<file path="src/rtl/lsu_mm_issue_ctrl.sv">
// -----------------------------------------------------------------------------
// lsu_mm_issue_ctrl
//
// Purpose:
//   Upstream sequencer for the WRAM and IRAM matmul operand buffers. One matmul
//   command is accepted over a valid/ready handshake and split into
//   tile_num+1 tile operations. For every tile both buffers receive a one-cycle
//   ctrl_vld pulse with that tile's start address. The controller then waits
//   until both buffers have reported mxu_end before it issues the next tile.
//
// Handshake:
//   A command transfers on a rising clk edge where lsu_mm_cmd_vld and
//   lsu_mm_cmd_rdy are both 1. rdy is a pure decode of IDLE and does not depend
//   on vld. The sender holds vld and all command fields stable until the
//   transfer; vld presented outside IDLE is simply not taken.
//
// Ports:
//   clk, rst_n                     clock, asynchronous active-low reset
//   lsu_mm_cmd_*                   command handshake and fields
//   lsu_mm_wbuff_ctrl_vld/_addr    WRAM buffer start pulse and tile address
//   lsu_mm_ibuff_ctrl_vld/_addr    IRAM buffer start pulse and tile address
//   lsu_mm_buff_ctrl_row/col_len   latched lengths shared by both buffers
//   lsu_mm_wbuff/ibuff_mxu_end     sticky done flags from the buffers
//   lsu_mm_tile_done/_idx          per-tile completion pulse, tile in flight
//   lsu_mm_cmd_done                pulse when the command finishes or aborts
//   lsu_mm_busy, lsu_mm_err        not-idle status, sticky timeout error
//   lsu_mm_dbg_state               FSM state (0 IDLE, 1 ISSUE, 2 WAIT)
//
// Configuration:
//   LSU_MM_ISSUE_CTRL_TIMEOUT_EN   when defined, a WAIT watchdog of TIMEOUT_CYC
//                                  cycles aborts the command and sets err.
//                                  When undefined, err is 0 and WAIT has no
//                                  time limit.
// -----------------------------------------------------------------------------
module lsu_mm_issue_ctrl #(
   parameter int ADDR_W      = 12,
   parameter int LEN_W       = 4,
   parameter int TIMEOUT_CYC = 64
) (
   input  logic              clk,
   input  logic              rst_n,
   input  logic              lsu_mm_cmd_vld,
   output logic              lsu_mm_cmd_rdy,
   input  logic [ADDR_W-1:0] lsu_mm_cmd_wram_addr,
   input  logic [ADDR_W-1:0] lsu_mm_cmd_iram_addr,
   input  logic [ADDR_W-1:0] lsu_mm_cmd_wram_stride,
   input  logic [ADDR_W-1:0] lsu_mm_cmd_iram_stride,
   input  logic [LEN_W-1:0]  lsu_mm_cmd_row_len,
   input  logic [LEN_W-1:0]  lsu_mm_cmd_col_len,
   input  logic [LEN_W-1:0]  lsu_mm_cmd_tile_num,
   output logic              lsu_mm_wbuff_ctrl_vld,
   output logic [ADDR_W-1:0] lsu_mm_wbuff_ctrl_start_addr,
   output logic              lsu_mm_ibuff_ctrl_vld,
   output logic [ADDR_W-1:0] lsu_mm_ibuff_ctrl_start_addr,
   output logic [LEN_W-1:0]  lsu_mm_buff_ctrl_row_len,
   output logic [LEN_W-1:0]  lsu_mm_buff_ctrl_col_len,
   input  logic              lsu_mm_wbuff_mxu_end,
   input  logic              lsu_mm_ibuff_mxu_end,
   output logic              lsu_mm_tile_done,
   output logic [LEN_W-1:0]  lsu_mm_tile_idx,
   output logic              lsu_mm_cmd_done,
   output logic              lsu_mm_busy,
   output logic              lsu_mm_err,
   output logic [1:0]        lsu_mm_dbg_state
);

   typedef enum logic [1:0] {
      ST_IDLE  = 2'd0,
      ST_ISSUE = 2'd1,
      ST_WAIT  = 2'd2
   } state_e;

   state_e            state_q, state_d;
   logic [ADDR_W-1:0] wram_addr_q, wram_addr_d;
   logic [ADDR_W-1:0] iram_addr_q, iram_addr_d;
   logic [ADDR_W-1:0] wram_stride_q, wram_stride_d;
   logic [ADDR_W-1:0] iram_stride_q, iram_stride_d;
   logic [LEN_W-1:0]  row_len_q, row_len_d;
   logic [LEN_W-1:0]  col_len_q, col_len_d;
   logic [LEN_W-1:0]  tile_num_q, tile_num_d;
   logic [LEN_W-1:0]  tile_idx_q, tile_idx_d;
   logic              w_seen_q, w_seen_d;
   logic              i_seen_q, i_seen_d;
   logic              blank_q, blank_d;
   logic              tile_done;
   logic              cmd_done;
   logic              w_hit, i_hit, both_hit;
   logic              timeout;

   // The first WAIT cycle still sees the previous tile's sticky end flags,
   // because the buffers only clear them off the ctrl_vld pulse. blank_q masks
   // that cycle. An end arriving in the current cycle counts immediately.
   assign w_hit    = w_seen_q | (lsu_mm_wbuff_mxu_end & ~blank_q);
   assign i_hit    = i_seen_q | (lsu_mm_ibuff_mxu_end & ~blank_q);
   assign both_hit = w_hit & i_hit;

`ifdef LSU_MM_ISSUE_CTRL_TIMEOUT_EN
   logic [7:0] wd_cnt_q, wd_cnt_d;
   logic       err_q, err_d;

   // wd_cnt_q holds the number of WAIT cycles already completed. The abort
   // therefore fires during the TIMEOUT_CYC-th WAIT cycle.
   assign timeout = (state_q == ST_WAIT) & ~both_hit &
                    (wd_cnt_q == 8'(TIMEOUT_CYC - 1));

   always_comb begin
      wd_cnt_d = wd_cnt_q;
      err_d    = err_q;
      if (state_q == ST_ISSUE) begin
         wd_cnt_d = 8'd0;
      end else if (state_q == ST_WAIT) begin
         wd_cnt_d = wd_cnt_q + 8'd1;
      end
      if (state_q == ST_IDLE && lsu_mm_cmd_vld) begin
         err_d = 1'b0;
      end else if (timeout) begin
         err_d = 1'b1;
      end
   end

   always_ff @(posedge clk or negedge rst_n) begin
      if (!rst_n) begin
         wd_cnt_q <= 8'd0;
         err_q    <= 1'b0;
      end else begin
         wd_cnt_q <= wd_cnt_d;
         err_q    <= err_d;
      end
   end

   assign lsu_mm_err = err_q;
`else
   logic unused_timeout_cfg;
   assign unused_timeout_cfg = (TIMEOUT_CYC != 0);
   assign timeout            = 1'b0;
   assign lsu_mm_err         = 1'b0;
`endif

   always_comb begin
      state_d       = state_q;
      wram_addr_d   = wram_addr_q;
      iram_addr_d   = iram_addr_q;
      wram_stride_d = wram_stride_q;
      iram_stride_d = iram_stride_q;
      row_len_d     = row_len_q;
      col_len_d     = col_len_q;
      tile_num_d    = tile_num_q;
      tile_idx_d    = tile_idx_q;
      w_seen_d      = w_seen_q;
      i_seen_d      = i_seen_q;
      blank_d       = 1'b0;
      tile_done     = 1'b0;
      cmd_done      = 1'b0;

      case (state_q)
         ST_IDLE: begin
            if (lsu_mm_cmd_vld) begin
               wram_addr_d   = lsu_mm_cmd_wram_addr;
               iram_addr_d   = lsu_mm_cmd_iram_addr;
               wram_stride_d = lsu_mm_cmd_wram_stride;
               iram_stride_d = lsu_mm_cmd_iram_stride;
               row_len_d     = lsu_mm_cmd_row_len;
               col_len_d     = lsu_mm_cmd_col_len;
               tile_num_d    = lsu_mm_cmd_tile_num;
               tile_idx_d    = '0;
               w_seen_d      = 1'b0;
               i_seen_d      = 1'b0;
               state_d       = ST_ISSUE;
            end
         end

         ST_ISSUE: begin
            w_seen_d = 1'b0;
            i_seen_d = 1'b0;
            blank_d  = 1'b1;
            state_d  = ST_WAIT;
         end

         ST_WAIT: begin
            if (both_hit) begin
               tile_done = 1'b1;
               w_seen_d  = 1'b0;
               i_seen_d  = 1'b0;
               if (tile_idx_q == tile_num_q) begin
                  cmd_done = 1'b1;
                  state_d  = ST_IDLE;
               end else begin
                  // Address arithmetic wraps modulo 2^ADDR_W by design.
                  tile_idx_d  = tile_idx_q + 1'b1;
                  wram_addr_d = wram_addr_q + wram_stride_q;
                  iram_addr_d = iram_addr_q + iram_stride_q;
                  state_d     = ST_ISSUE;
               end
            end else if (timeout) begin
               // Abort: cmd_done without tile_done.
               cmd_done = 1'b1;
               w_seen_d = 1'b0;
               i_seen_d = 1'b0;
               state_d  = ST_IDLE;
            end else begin
               w_seen_d = w_hit;
               i_seen_d = i_hit;
            end
         end

         default: state_d = ST_IDLE;
      endcase
   end

   always_ff @(posedge clk or negedge rst_n) begin
      if (!rst_n) begin
         state_q       <= ST_IDLE;
         wram_addr_q   <= '0;
         iram_addr_q   <= '0;
         wram_stride_q <= '0;
         iram_stride_q <= '0;
         row_len_q     <= '0;
         col_len_q     <= '0;
         tile_num_q    <= '0;
         tile_idx_q    <= '0;
         w_seen_q      <= 1'b0;
         i_seen_q      <= 1'b0;
         blank_q       <= 1'b0;
      end else begin
         state_q       <= state_d;
         wram_addr_q   <= wram_addr_d;
         iram_addr_q   <= iram_addr_d;
         wram_stride_q <= wram_stride_d;
         iram_stride_q <= iram_stride_d;
         row_len_q     <= row_len_d;
         col_len_q     <= col_len_d;
         tile_num_q    <= tile_num_d;
         tile_idx_q    <= tile_idx_d;
         w_seen_q      <= w_seen_d;
         i_seen_q      <= i_seen_d;
         blank_q       <= blank_d;
      end
   end

   assign lsu_mm_cmd_rdy               = (state_q == ST_IDLE);
   assign lsu_mm_busy                  = (state_q != ST_IDLE);
   assign lsu_mm_wbuff_ctrl_vld        = (state_q == ST_ISSUE);
   assign lsu_mm_ibuff_ctrl_vld        = (state_q == ST_ISSUE);
   assign lsu_mm_wbuff_ctrl_start_addr = wram_addr_q;
   assign lsu_mm_ibuff_ctrl_start_addr = iram_addr_q;
   assign lsu_mm_buff_ctrl_row_len     = row_len_q;
   assign lsu_mm_buff_ctrl_col_len     = col_len_q;
   assign lsu_mm_tile_done             = tile_done;
   assign lsu_mm_cmd_done              = cmd_done;
   assign lsu_mm_tile_idx              = tile_idx_q;
   assign lsu_mm_dbg_state             = state_q;

endmodule

</file>
<file path="config.mk">
export PLATFORM = sky130hd
export DESIGN_NAME = lsu_mm_issue_ctrl
export DESIGN_NICKNAME = d
export VERILOG_FILES = /design/src/rtl/lsu_mm_issue_ctrl.sv
export SDC_FILE = /design/constraint.sdc
export NUM_CORES = 1
export LEC_CHECK = 0
export BUFFER_PORTS_ARGS = -buffer_cell sky130_fd_sc_hd__buf_2
export CAP_MARGIN = 20
export CORE_ASPECT_RATIO = 1.1
export CORE_MARGIN = 4
export CORE_UTILIZATION = 53
export CTS_BUF_LIST = sky130_fd_sc_hd__clkbuf_16
export DETAILED_ROUTE_END_ITERATION = 10
export PLACE_DENSITY = 0.81
export SKIP_CTS_REPAIR_TIMING = 1
export SLEW_MARGIN = 20
export SYNTH_ARGS = -nofsm -noshare
export SYNTH_HDL_FRONTEND = slang
export SYNTH_SLANG_ARGS = --single-unit
</file>
<file path="constraint.sdc">
create_clock -name clk -period 3 [get_ports clk]
set_input_delay 0.3 -clock clk [delete_from_list [all_inputs] [get_ports clk]]
set_output_delay 0.3 -clock clk [all_outputs]
set_load 0.05 [all_outputs]
</file>
==> results of run 1 <==
==> power by group <==
| part | internal, mW | switching (mW) | total (mW) | leakage (nW) |
|---|---|---|---|---|
| Combinational | 1.46 | 2.82 | 4.28 | 1.49 |
| Sequential | 1.37 | 0.380 | 1.75 | 0.845 |
| Clock | 0.724 | 0.399 | 1.12 | 0.161 |
| Total | 3.55 | 3.60 | 7.15 | 2.49 |
==> registers in the layout (all words and copies together) (netlist names) <==
signal                        flops
iram_stride_q                    12
lsu_mm_ibuff_ctrl_start_addr     12
lsu_mm_wbuff_ctrl_start_addr     12
wram_stride_q                    12
lsu_mm_buff_ctrl_col_len          4
lsu_mm_buff_ctrl_row_len          4
lsu_mm_tile_idx                   4
tile_num_q                        4
lsu_mm_dbg_state                  2
blank_q                           1
i_seen_q                          1
w_seen_q                          1
==> cells by family (layout without fill, tap and decap cells) <==
family                     Yosys count  count (layout)  share of synthesized area, %
other                                1               1                        0.0925
and+or+nand+nor                    206             206                          22.4
muxes                                3               3                         0.834
xor gates and xnor gates            18              18                          3.89
AOI/OAI and AO/OA                  104             104                          17.6
buffers and inverters               35             141                          4.48
adders and majority gates           25              25                          8.09
DFF                                 69              69                          42.6
==> final timing paths <==
check	depth (start not counted)	endpoint
worst max register to register	7	lsu_mm_ibuff_ctrl_start_addr[11]$_DFFE_PN0P_
worst min-delay path	1	wram_stride_q[2]$_DFFE_PN0P_
min in group clk	3	lsu_mm_buff_ctrl_row_len[2]$_DFFE_PN0P_
max in group asynchronous	1	iram_stride_q[9]$_DFFE_PN0P_
worst min register to register	2	lsu_mm_buff_ctrl_col_len[2]$_DFFE_PN0P_
worst max-delay path	7	lsu_mm_ibuff_ctrl_start_addr[11]$_DFFE_PN0P_
==> placed cells by master, fill, tap and decap left out, types with 7 or more instances in the layout <==
master and instances:
sky130_fd_sc_hd__o22ai_1 7, sky130_fd_sc_hd__inv_1 13, sky130_fd_sc_hd__nor3_1 11, sky130_fd_sc_hd__xnor2_1 11, sky130_fd_sc_hd__o21ai_0 19, sky130_fd_sc_hd__nor2_1 26, sky130_fd_sc_hd__dfrtp_1 69, sky130_fd_sc_hd__clkbuf_16 9
sky130_fd_sc_hd__ha_1 23, sky130_fd_sc_hd__a21oi_1 23, sky130_fd_sc_hd__nand2_1 132, sky130_fd_sc_hd__xor2_1 7, sky130_fd_sc_hd__nand3_1 8, sky130_fd_sc_hd__buf_2 107
==> per-layer routing <==
layer / vias up / wire length, um
met2: 136 / 5160
met4: 0 / 202
li1: 1806 / -
met5: - / 0
met3: 24 / 637
met1: 1759 / 4410
==> metrics by stage <==
stage          area [sq um]  instances  worst slack (ns)  hold slack, ns
2_1_floorplan          4050        461             0.350         0.00441
3_3_place_gp           4600        638             0.573           0.452
3_5_place_dp           4600        638             0.484           0.457
4_1_cts                4920        654             0.373           0.131
5_1_grt                4920        654             0.230           0.159
6_report               4920        654             0.368          0.0789
==> final cells by class <==
cell class	count	area (sq um)	area share (%)
sequential	69	1730	35.1
timing repair buffer	112	573	11.6
multi-input combinational	357	2150	43.6
clock buffer	9	225	4.58
inverter	13	48.8	0.992
tap	87	109	2.21
clock inverter	7	91.3	1.86
==> cells in the mapped netlist (7+ instances only) <==
cell type | instances | share of area, %
sky130_fd_sc_hd__a21oi_1 | 23 | 2.8
sky130_fd_sc_hd__clkbuf_1 | 13 | 1.2
sky130_fd_sc_hd__dfrtp_1 | 69 | 43
sky130_fd_sc_hd__ha_1 | 23 | 7.1
sky130_fd_sc_hd__inv_1 | 12 | 1.1
sky130_fd_sc_hd__nand2_1 | 132 | 12
sky130_fd_sc_hd__nand3_1 | 8 | 0.99
sky130_fd_sc_hd__nor2_1 | 26 | 2.4
sky130_fd_sc_hd__nor3_1 | 11 | 1.4
sky130_fd_sc_hd__o21ai_0 | 19 | 2.3
sky130_fd_sc_hd__o22ai_1 | 7 | 1.1
sky130_fd_sc_hd__xnor2_1 | 11 | 2.4
sky130_fd_sc_hd__xor2_1 | 7 | 1.5
==> worst max-delay path, stage by stage (launching register included) <==
cell and delay (ns):
sky130_fd_sc_hd__dfrtp_1 0.44, sky130_fd_sc_hd__xnor2_1 0.22, sky130_fd_sc_hd__nand4_1 0.24, sky130_fd_sc_hd__and2_4 0.29
sky130_fd_sc_hd__nor2_4 0.54, sky130_fd_sc_hd__inv_2 0.34, sky130_fd_sc_hd__o221a_2 0.33, sky130_fd_sc_hd__o211a_1 0.12
==> results summary, run 1 <==
The run finished with clean final reports. After the first detailed-routing iteration, the DRC count stood at 142. The aggregate global routing overflow came out at 0. The floorplan step defined a core boundary enclosing 7430 sq um. The layer flagged by global routing as most heavily used is met2.

The detailed-router iteration count before antenna repair came out at 4. Pin placement for this block handled 110 I/O pins. The post-synthesis sequential area ratio came out at 42.6%.

The launching instance or port of the critical path is lsu_mm_tile_idx[1]$_DFFE_PN0P_. The total number of yosys warnings is 0. The max-slew violation total from the final report came out at 0. The clock period minus final worst setup slack is 2.63 ns. The count of nets after finishing came out at 652. The clock latency on the worst-skew pair is 0.33 ns. Summing internal, switching and leakage power gives 7.15 mW.

The tool flagged a number of max-cap violations equal to 0. The initial antenna violation count came out at 0. Relative to the synthesized area, the layout overhead comes to 21.4%. The met1 layer usage reported by global route came out at 30.5%.

The cell area after synthesis is 4050 sq um. Global routing consumed, on the met2 layer, 39.8% of the routing resources. In this run the core area contains 33 standard-cell rows. The overall fraction of global-route tracks in use came out at 23.8%. The port buffer count came out at 108. The final clock period utilization by the worst path came out at 87.7%. The share of synthesized registers carrying an async set or reset came out at 100%. The sum of routed wire length over all layers came out at 10,400 um.

The die span in y is 99.7 um. The pin count of the biggest net entering global routing is 70. The power per cell area is 1450 nW/um^2. After clock tree synthesis, the clock-pin slew on the worst setup and hold paths is 0.06 ns. The source of the worst register-to-register timing path is lsu_mm_tile_idx[1]$_DFFE_PN0P_.

The count of nets left with antenna violations after detail routing is 0. Counting along the longest clock path gives a buffer depth of 2. The number of synthesized flops with an enable pin came out at 0.

The initial utilization of the core area, before any placement, comes to 54.5%. The number of hold-slack violations in the final timing report is 0. The H-tree depth reported by CTS came out at 3. The HPWL after detailed placement is 7310 um. The average via count per standard cell came out at 5.70. The synthesized area per cell came out at 8.79 sq um. The CTS tree is yes. After synthesis the netlist holds a flip-flop and latch count of 69.

The synthesized instance count came out at 461. After synthesis, the netlist uses 65 different library cells. The final setup violation count came out at 0. The global-route wire length before repair is 17,500 um. The final routed DRC violation total is 0. For the final database, setup skew stands at 0.00999 ns. The master cell of the clock root buffer is sky130_fd_sc_hd__clkbuf_16. Data on the critical path is required at its endpoint by 3.22 ns.

The die extent in x came out at 91.4 um. The worst-case vdd ir drop is 720 uV. The synthesized netlist net count came out at 551. The post-layout utilization of the core came out at 66.2%. The static leakage is 2.49 nW. The number of vias after detailed routing is 3,725. The die outline area came out at 9110 sq um. STA classifies the critical path endpoint as a flip-flop. The share of cells above drive strength 1 is 25.7%. The total negative setup slack came out at 0 ns. The data arrival time of the worst path came out at 2.85 ns. The worst hold path class is input pin to async pin. The number of global-route vias before repair came out at 3,715. The actual slew at the worst max-slew pin came out at 0.874 ns. The count of clock tree sinks came out at 69. Counting the fill cells in the layout gives 606. The last weighted congestion value of the routability-driven placer came out at 0.899. The most used flip-flop cell after synthesis is sky130_fd_sc_hd__dfrtp_1.

TritonCTS created 9 clock buffers. STA classifies the critical path startpoint as a flip-flop. Setup repair after global routing left no endpoint under its margin. The routed length per instance came out at 15.9 um. The highest clock rate is 380 MHz. In this run the worst path has a maximum fanout of 27.

The worst-case headroom to the max-slew limit is 41.7%. The worst setup path is of the flip-flop to flip-flop kind. The antenna cell count came out at 0. For this run, global-route usage on met3 was measured as 4.92%. The worst-case register-to-register setup slack is 0.37 ns.
Note: power is estimated with default switching activity, not from simulation.
==> run 2, diff against run 1 <==
--- a/config.mk
+++ b/config.mk
@@ -5,7 +5,8 @@
 export SDC_FILE = /design/constraint.sdc
 export NUM_CORES = 1
 export LEC_CHECK = 0
-export BUFFER_PORTS_ARGS = -buffer_cell sky130_fd_sc_hd__buf_2
+export ABC_AREA = 0
+export BUFFER_PORTS_ARGS = -buffer_cell sky130_fd_sc_hd__buf_4
 export CAP_MARGIN = 20
 export CORE_ASPECT_RATIO = 1.1
 export CORE_MARGIN = 4
==> run 2 against run 1 <==
Against the previous run: critical path depth is 2 higher; core utilization is 3.4 points higher; clock power is 9% lower; via count is 1.0% lower; clock skew is 0.0062 ns lower; global-route usage is 0.46 points higher; highest routed layer unchanged; critical path type unchanged; largest power group unchanged; total power is 1.1% higher.
==> results summary, run 2 (synthesis gave the netlist of run 1 again) <==
The flow ran to the end, and the final reports show no timing, DRC or antenna violations. The actual slew at the worst max-slew pin came out at 0.869 ns (-0.00519 ns). In this run the worst setup path terminates at lsu_mm_ibuff_ctrl_start_addr[8]$_DFFE_PN0P_. The count of clock tree sinks is 69 (unchanged). The total number of cells along the worst setup path is 9 (+2). The TritonCTS buffer count is 9 (unchanged). The slowest stage of the critical path belongs to the cell sky130_fd_sc_hd__dfrtp_1. The maximum single-stage delay on the critical path was 0.39 ns (-0.15 ns).

The most common library cell in the layout ignoring fill and taps is sky130_fd_sc_hd__nand2_1. The die extent in x came out at 91.4 um (unchanged). The critical path goes through ha_1 -> inv_1 -> fa_1 -> nor2b_4 -> o31a_1 -> or2_0 -> a221o_1 -> and3_4 -> o31ai_2. The source of the worst register-to-register timing path is lsu_mm_ibuff_ctrl_start_addr[0]$_DFFE_PN0P_.

The initial antenna violation count came out at 0 (unchanged). The detailed-router iteration count before antenna repair came to 4 (unchanged). The total negative setup slack is 0 ns (unchanged). The biggest fanout along the worst timing path is 3 (-89%). The HPWL after detailed placement is 7380 um (+0.94%). The aggregate global routing overflow came out at 0 (unchanged). The initial cell density of the core was 54.5% (unchanged).

The number of hold-slack violations in the final timing report came to 0 (unchanged). The total buffers and inverters traversed by the critical path came to 1 (unchanged). The worst-case register-to-register setup slack is 0.67 ns (+0.30 ns).

The number of global-route vias before repair came out at 3,806 (+2.4%). The worst-case headroom to the max-slew limit is 42.1% (+0.35 points). The required time reported for the critical path endpoint is 3.24 ns (+0.02 ns). In this design, the largest share of critical-path delay is due to compound AO/OA/AOI/OAI gates.

The clock transition at the register clock pins on the worst setup and hold paths after CTS is 0.06 ns (about the same). The tree is rooted in a sky130_fd_sc_hd__clkbuf_16. TritonCTS built the clock tree. The power per cell area is 1400 nW/um^2 (-3.8%). The clock latency on the worst-skew pair is 0.32 ns (about the same). The antenna cell count came out at 0 (unchanged). The max-slew violation total from the final report is 0 (unchanged). The pin count of the biggest net entering global routing was 70 (unchanged). The classification of the worst setup path is flip-flop to flip-flop. The share of cells above drive strength 1 is 25.7% (-0.091 points). The final setup violation count came to 0 (unchanged). The average via count per standard cell is 5.62 (-1.3%). The core region area was 7430 sq um (unchanged). The sum of internal, switching and leakage power is 7.22 mW (+1.1%).

Setup repair after global routing left no endpoint under its margin. STA classifies the critical path endpoint as a flip-flop. The H-tree depth reported by CTS is 3 (unchanged).

The number of placed I/O pins is 110 (unchanged). The row count is 33 (unchanged). The final clock period utilization by the worst path came out at 77.6% (-10 points).

The worst-case clock buffer depth was 2 (unchanged). The global-route wire length before repair came out at 17,700 um (+1.3%). The final routed DRC violation total is 0 (unchanged). The count of nets left with antenna violations after detail routing came out at 0 (unchanged). The worst-case vdd ir drop is 894 uV (+24%). The sum of routed wire length over all layers was 10,500 um (+0.60%). The capturing point of the worst reg2reg path is lsu_mm_ibuff_ctrl_start_addr[8]$_DFFE_PN0P_. The number of vias after detailed routing was 3,687 (-1.0%). The worst reg-to-reg path cell count came out at 9 (+2).

The fill cell total of the finished layout came to 594 (-2.0%). The data arrival time of the worst path came to 2.57 ns (-0.28 ns). The final setup slack of the worst path is 0.671 ns (+0.303 ns).

The highest clock rate is 429 MHz (+13%). The last weighted congestion value of the routability-driven placer is 0.851 (-5.4%). The static leakage came out at 2.57 nW (+3.1%). The number of maximum-capacitance constraint violations was 0 (unchanged). The routed length per instance came out at 16.0 um (+0.29%). Tracing the worst setup path back leads to its startpoint at lsu_mm_ibuff_ctrl_start_addr[0]$_DFFE_PN0P_.

The worst hold path belongs to the class input pin to async pin. The setup clock skew after layout is 0.00377 ns (-0.00622 ns). The clock period minus final worst setup slack is 2.33 ns (-0.303 ns).

The category of the worst setup path launch point is a flip-flop. The count of nets after finishing was 654 (+0.31%). The top cell types in the final layout, fill and taps aside, are sky130_fd_sc_hd__nand2_1 (132), sky130_fd_sc_hd__buf_4 (114), sky130_fd_sc_hd__dfrtp_1 (69). The worst-case setup slack after placement is 0.688 ns (+0.204 ns). The DRC marker count from the first detailed-route iteration is 169 (+19%).

The area overhead of the layout relative to synthesis is 27.6%. The overall fraction of global-route tracks in use came out at 24.2% (+0.46 points). The die outline area is 9110 sq um (unchanged). The die span in y is 99.7 um (unchanged). The port buffer count came out at 108 (unchanged).
## run 2: cell count changes in the layout (fill, tap and decap cells not counted), sizes merged
cell	previous run	this run
bufinv	2	1
clkinv	4	3
buf	112	114
clkinvlp	0	1
inv	14	15
## run 2: cell type report
class	count	area (sq um)	area share, %
Clock buffer	9	225	4.36
Sequential cell	69	1730	33.4
Timing Repair Buffer	114	856	16.6
Inverter	13	48.8	0.944
Clock inverter	7	58.8	1.14
Tap cell	87	109	2.11
Multi-Input combinational cell	357	2150	41.5
## run 2: layer usage
metal | share of wire, % | global-route usage (%) | wire, um
met1 | 42 | 29.6 | 4390
met2 | 50 | 41.8 | 5260
met3 | 6.0 | 5.52 | 628
met4 | 1.8 | 9.28 | 184
met5 | 0 | 0 | 0
## run 2: worst min-delay path by stage
| stage | from | endpoint | slack, ns |
|---|---|---|---|
| floorplan | rst_n | blank_q$_DFF_PN0_ | 0.004 |
| global placement | lsu_mm_buff_ctrl_row_len[0]$_DFFE_PN0P_ | lsu_mm_buff_ctrl_row_len[0]$_DFFE_PN0P_ | 0.46 |
| detailed placement | iram_stride_q[9]$_DFFE_PN0P_ | iram_stride_q[9]$_DFFE_PN0P_ | 0.47 |
| CTS | rst_n | lsu_mm_wbuff_ctrl_start_addr[1]$_DFFE_PN0P_ | 0.13 |
| global route | lsu_mm_cmd_wram_stride[2] | wram_stride_q[2]$_DFFE_PN0P_ | 0.16 |
| finish | rst_n | wram_stride_q[1]$_DFFE_PN0P_ | 0.08 |
## run 2: where the power goes
group | leakage, nW | internal [mW] | switching (mW) | total, mW
registers | 0.845 | 1.37 | 0.392 | 1.76
logic | 1.58 | 1.65 | 2.80 | 4.44
clock network | 0.145 | 0.631 | 0.390 | 1.02
## run 2: through the flow
step / hold slack, ns / area [sq um] / utilization [%] / instances
floorplan: 0.00441 / 4050 / - / 461
global placement: 0.461 / 4890 / 65.7 / 640
detailed placement: 0.471 / 4890 / 65.7 / 640
CTS: 0.133 / 5170 / 69.6 / 656
global route: 0.158 / 5170 / 69.6 / 656
finish: 0.0778 / 5170 / 69.6 / 656
==> run 3, diff against run 2 <==
--- a/config.mk
+++ b/config.mk
@@ -5,15 +5,15 @@
 export SDC_FILE = /design/constraint.sdc
 export NUM_CORES = 1
 export LEC_CHECK = 0
-export ABC_AREA = 0
+export ABC_AREA = 1
 export BUFFER_PORTS_ARGS = -buffer_cell sky130_fd_sc_hd__buf_4
 export CAP_MARGIN = 20
 export CORE_ASPECT_RATIO = 1.1
 export CORE_MARGIN = 4
-export CORE_UTILIZATION = 53
+export CORE_UTILIZATION = 49
 export CTS_BUF_LIST = sky130_fd_sc_hd__clkbuf_16
 export DETAILED_ROUTE_END_ITERATION = 10
-export PLACE_DENSITY = 0.81
+export PLACE_DENSITY = 0.78
 export SKIP_CTS_REPAIR_TIMING = 1
 export SLEW_MARGIN = 20
 export SYNTH_ARGS = -nofsm -noshare
==> constraint.sdc (replaced) <==
create_clock -name clk -period 2 [get_ports clk]
set_input_delay 0.2 -clock clk [delete_from_list [all_inputs] [get_ports clk]]
set_output_delay 0.2 -clock clk [all_outputs]
set_load 0.05 [all_outputs]
==> run 3 against run 2 <==
Against the previous run: sequential cell count stayed put; largest cell class unchanged; sequential share of layout area is 2.3 points lower; clock skew is 0.0066 ns higher.
==> results summary, run 3 <==
The run finished with clean final reports. The path class of the tightest hold or removal check is input pin to async pin. The HPWL after detailed placement came out at 7940 um (+7.6%). The last weighted congestion value of the routability-driven placer is 0.895 (+5.1%). The DRC marker count from the first detailed-route iteration is 176 (+4.1%). The pin count of the biggest net entering global routing came out at 70 (unchanged). The worst setup path is launched from a flip-flop. The count of state elements after synthesis is 69 (unchanged). The area overhead of the layout relative to synthesis is 28.2%. The most common library cell in the layout ignoring fill and taps is sky130_fd_sc_hd__nand2_1.

The count of clock tree sinks was 69 (unchanged). The post-synthesis xor/xnor area fraction was 2.22% (-1.7 points). The count of distinct cell types in the synthesized netlist was 31 (-52%).

Summed over all instances, the cell type with the most area after synthesis is sky130_fd_sc_hd__dfrtp_1. The aggregate global routing overflow was 0 (unchanged). The clock transition at the register clock pins on the worst setup and hold paths after CTS is 0.05 ns (about the same). Sorting the synthesized cells by area gives the leading types as sky130_fd_sc_hd__dfrtp_1 (40%), sky130_fd_sc_hd__nand2_1 (15%), sky130_fd_sc_hd__ha_1 (6.6%).

The count of nets left with antenna violations after detail routing is 0 (unchanged). The number of maximum-capacitance constraint violations came to 0 (unchanged). The number of vias after detailed routing came out at 3,858 (+4.6%). The top-area cell type share of the netlist area is 39.8% (-2.8 points). The cell area after synthesis came out at 4340 sq um (+7.0%). Setup repair after global routing left no endpoint under its margin. The setup clock skew after layout was 0.0103 ns (+0.00658 ns). The required time reported for the critical path endpoint is 2.26 ns (-0.98 ns). The number of global-route vias before repair is 3,924 (+3.1%). The worst reg-to-reg path cell count came out at 11 (+2). The die outline area came to 10,400 sq um (+14%).

The synthesized area per cell came to 7.94 sq um (-9.7%). The overall fraction of global-route tracks in use is 21.4% (-2.9 points). The detailed-router iteration count before antenna repair came out at 4 (unchanged).

The global-route wire length before repair is 18,300 um (+2.9%). The total negative setup slack came out at 0 ns (unchanged). The post-layout instance count excluding filler cells was 772 (+18%).

The antenna cell count came out at 0 (unchanged). The worst-case register-to-register setup slack is 0.20 ns (-0.48 ns). The count of nets after finishing is 747 (+14%). The prevailing post-synth register cell is sky130_fd_sc_hd__dfrtp_1. In the layout the commonest cells are sky130_fd_sc_hd__nand2_1 (174), sky130_fd_sc_hd__buf_4 (115), sky130_fd_sc_hd__dfrtp_1 (66). The data arrival time of the worst path is 2.07 ns (-0.50 ns).

The clock period minus final worst setup slack is 1.80 ns (-0.525 ns). The instance area after placement is 5270 sq um (+7.9%). The number of synthesized flops with an enable pin came out at 0 (unchanged). For this design, the slowest cell found on the critical path is sky130_fd_sc_hd__fa_1. The fill cell total of the finished layout came out at 735 (+24%). The element type at the critical path end is a flip-flop. By count the netlist is led by sky130_fd_sc_hd__nand2_1 (175), sky130_fd_sc_hd__dfrtp_1 (69), sky130_fd_sc_hd__nor2_1 (59).

The actual slew at the worst max-slew pin came out at 0.883 ns (+0.0138 ns). The CTS tree is yes. The core region area is 8500 sq um (+14%). The most critical setup path has its startpoint at lsu_mm_ibuff_ctrl_start_addr[0]$_DFFE_PN0P_. The average via count per standard cell came out at 5.00 (-11%). The routed length per instance came out at 13.9 um (-13%). The worst-case clock buffer depth came out at 2 (unchanged). Broken down by cell family, the worst path's largest delay share belongs to adder cells. After synthesis, the largest family of logic cells by area is simple AND/OR/NAND/NOR gates.

The number of placed cells counting well taps is 757 (+18%). The synthesized netlist net count is 636 (+15%). The maximum single-stage delay on the critical path came out at 0.39 ns (about the same). The post-route standard cell area excluding fillers is 5560 sq um (+7.5%). The die extent in x came to 97.7 um (+6.9%). The post-synthesis sequential area ratio came out at 39.8% (-2.8 points). The initial cell density of the core is 51.0% (-3.5 points).

The classification of the worst setup path is flip-flop to flip-flop. The row count came out at 35 (+6.1%). The adder and majority cell fraction of the synthesized area was 7.56% (-0.53 points). The biggest fanout along the worst timing path is 4 (+1). The fraction of the mapped netlist area in compound gates was 5.37% (-12 points).

The mux contribution to synthesized area came out at 10.4% (+9.6 points). The simple-gate portion of the synthesized area is 26.8% (+4.3 points). The share of synthesized registers carrying an async set or reset came out at 100% (unchanged).

The initial antenna violation count came out at 0 (unchanged). The number of hold-slack violations in the final timing report is 0 (unchanged). The total buffers and inverters traversed by the critical path is 2 (+1).

Yosys instantiated no cell more often than sky130_fd_sc_hd__nand2_1. The worst-case headroom to the max-slew limit is 41.1% (-0.92 points). In this run the critical register-to-register path is launched from lsu_mm_ibuff_ctrl_start_addr[0]$_DFFE_PN0P_. The total number of yosys warnings came out at 0 (unchanged). The clock latency on the worst-skew pair came out at 0.33 ns (about the same). The critical path goes through ha_1 -> inv_1 -> fa_1 -> inv_1 -> nand3_1 -> nand3_1 -> nand2_1 -> a21o_1 -> nand3_1 -> nand2_1 -> nand2_1. The max-slew violation total from the final report is 0 (unchanged). The port buffer count is 108 (unchanged). The sum of routed wire length over all layers came out at 10,800 um (+2.8%). The final routed DRC violation total is 0 (unchanged). The final clock period utilization by the worst path came out at 90.2% (+13 points). The master cell of the clock root buffer is sky130_fd_sc_hd__clkbuf_16. The final setup violation count came to 0 (unchanged).

The share of cells above drive strength 1 came out at 27.7% (+2.0 points). The TritonCTS buffer count came out at 9 (unchanged). The H-tree depth reported by CTS came out at 3 (unchanged).

The highest clock rate is 554 MHz (+29%). The synthesized instance count is 546 (+18%). The die span in y came out at 107 um (+7.0%).

The worst register-to-register path ends at lsu_mm_ibuff_ctrl_start_addr[8]$_DFFE_PN0P_. The number of placed I/O pins is 110 (unchanged).
==> run 3: metrics by stage <==
stage	hold WS (ns)	setup slack (ns)	util [%]
final	0.0102	0.195	65.4
after global routing	0.0883	0.00888	65.4
after CTS	0.0416	0.138	65.4
after detailed placement	0.385	0.166	62.1
after global placement	0.376	0.247	62.1
after floorplan	-0.0956	-0.0631	-
==> run 3: layout make-up <==
cell class | instances | area [sq um] | area share [%]
Multi-Input combinational cell | 401 | 2300 | 41.4
Sequential cell | 69 | 1730 | 31.1
Timing Repair Buffer | 116 | 883 | 15.9
Clock buffer | 9 | 225 | 4.05
Inverter | 60 | 225 | 4.05
Tap cell | 111 | 139 | 2.50
Clock inverter | 6 | 56.3 | 1.01
==> run 3: worst max path at each step <==
stage	cells past startpoint	end	slack [ns]
floorplan	7	i_seen_q$_DFFE_PN0P_	-0.06
finish	11	lsu_mm_ibuff_ctrl_start_addr[8]$_DFFE_PN0P_	0.20
global route	13	lsu_mm_wbuff_ctrl_start_addr[6]$_DFFE_PN0P_	0.009
detailed placement	13	lsu_mm_wbuff_ctrl_start_addr[6]$_DFFE_PN0P_	0.17
global placement	13	lsu_mm_wbuff_ctrl_start_addr[6]$_DFFE_PN0P_	0.25
CTS	13	lsu_mm_wbuff_ctrl_start_addr[6]$_DFFE_PN0P_	0.14
==> run 3: logic make-up (layout without fill, tap and decap cells) <==
group | after synthesis | in the layout
multiplexers | 35 | 35
AND/OR/NAND/NOR | 286 | 286
buffers and inverters | 76 | 191
other | 1 | 1
flip-flops | 69 | 69
AO/OA/AOI/OAI | 43 | 43
adder cells (fa/ha/maj) | 25 | 25
XOR/XNOR | 11 | 11
==> run 3: worst reg2reg max path, stage by stage, from the launching register on <==
cell                      delay (ns)
sky130_fd_sc_hd__dfrtp_2        0.37
sky130_fd_sc_hd__ha_1           0.19
sky130_fd_sc_hd__inv_1          0.06
sky130_fd_sc_hd__fa_1           0.39
sky130_fd_sc_hd__inv_1          0.09
sky130_fd_sc_hd__nand3_1        0.06
sky130_fd_sc_hd__nand3_1        0.13
sky130_fd_sc_hd__nand2_1        0.10
sky130_fd_sc_hd__a21o_1         0.19
sky130_fd_sc_hd__nand3_1        0.06
sky130_fd_sc_hd__nand2_1        0.05
sky130_fd_sc_hd__nand2_1        0.05
==> run 3: layer usage <==
metal | vias up | wire length, um | GRT usage [%]
li1 | 1959 | - | -
met1 | 1802 | 4710 | 26.9
met2 | 86 | 5440 | 37.0
met3 | 11 | 446 | 4.88
met4 | 0 | 170 | 5.93
met5 | - | 0 | 0
Power of run 3 is left out: the tool's default activity adds up to more than one toggle a clock period on the data nets, which glitch-free logic cannot reach.
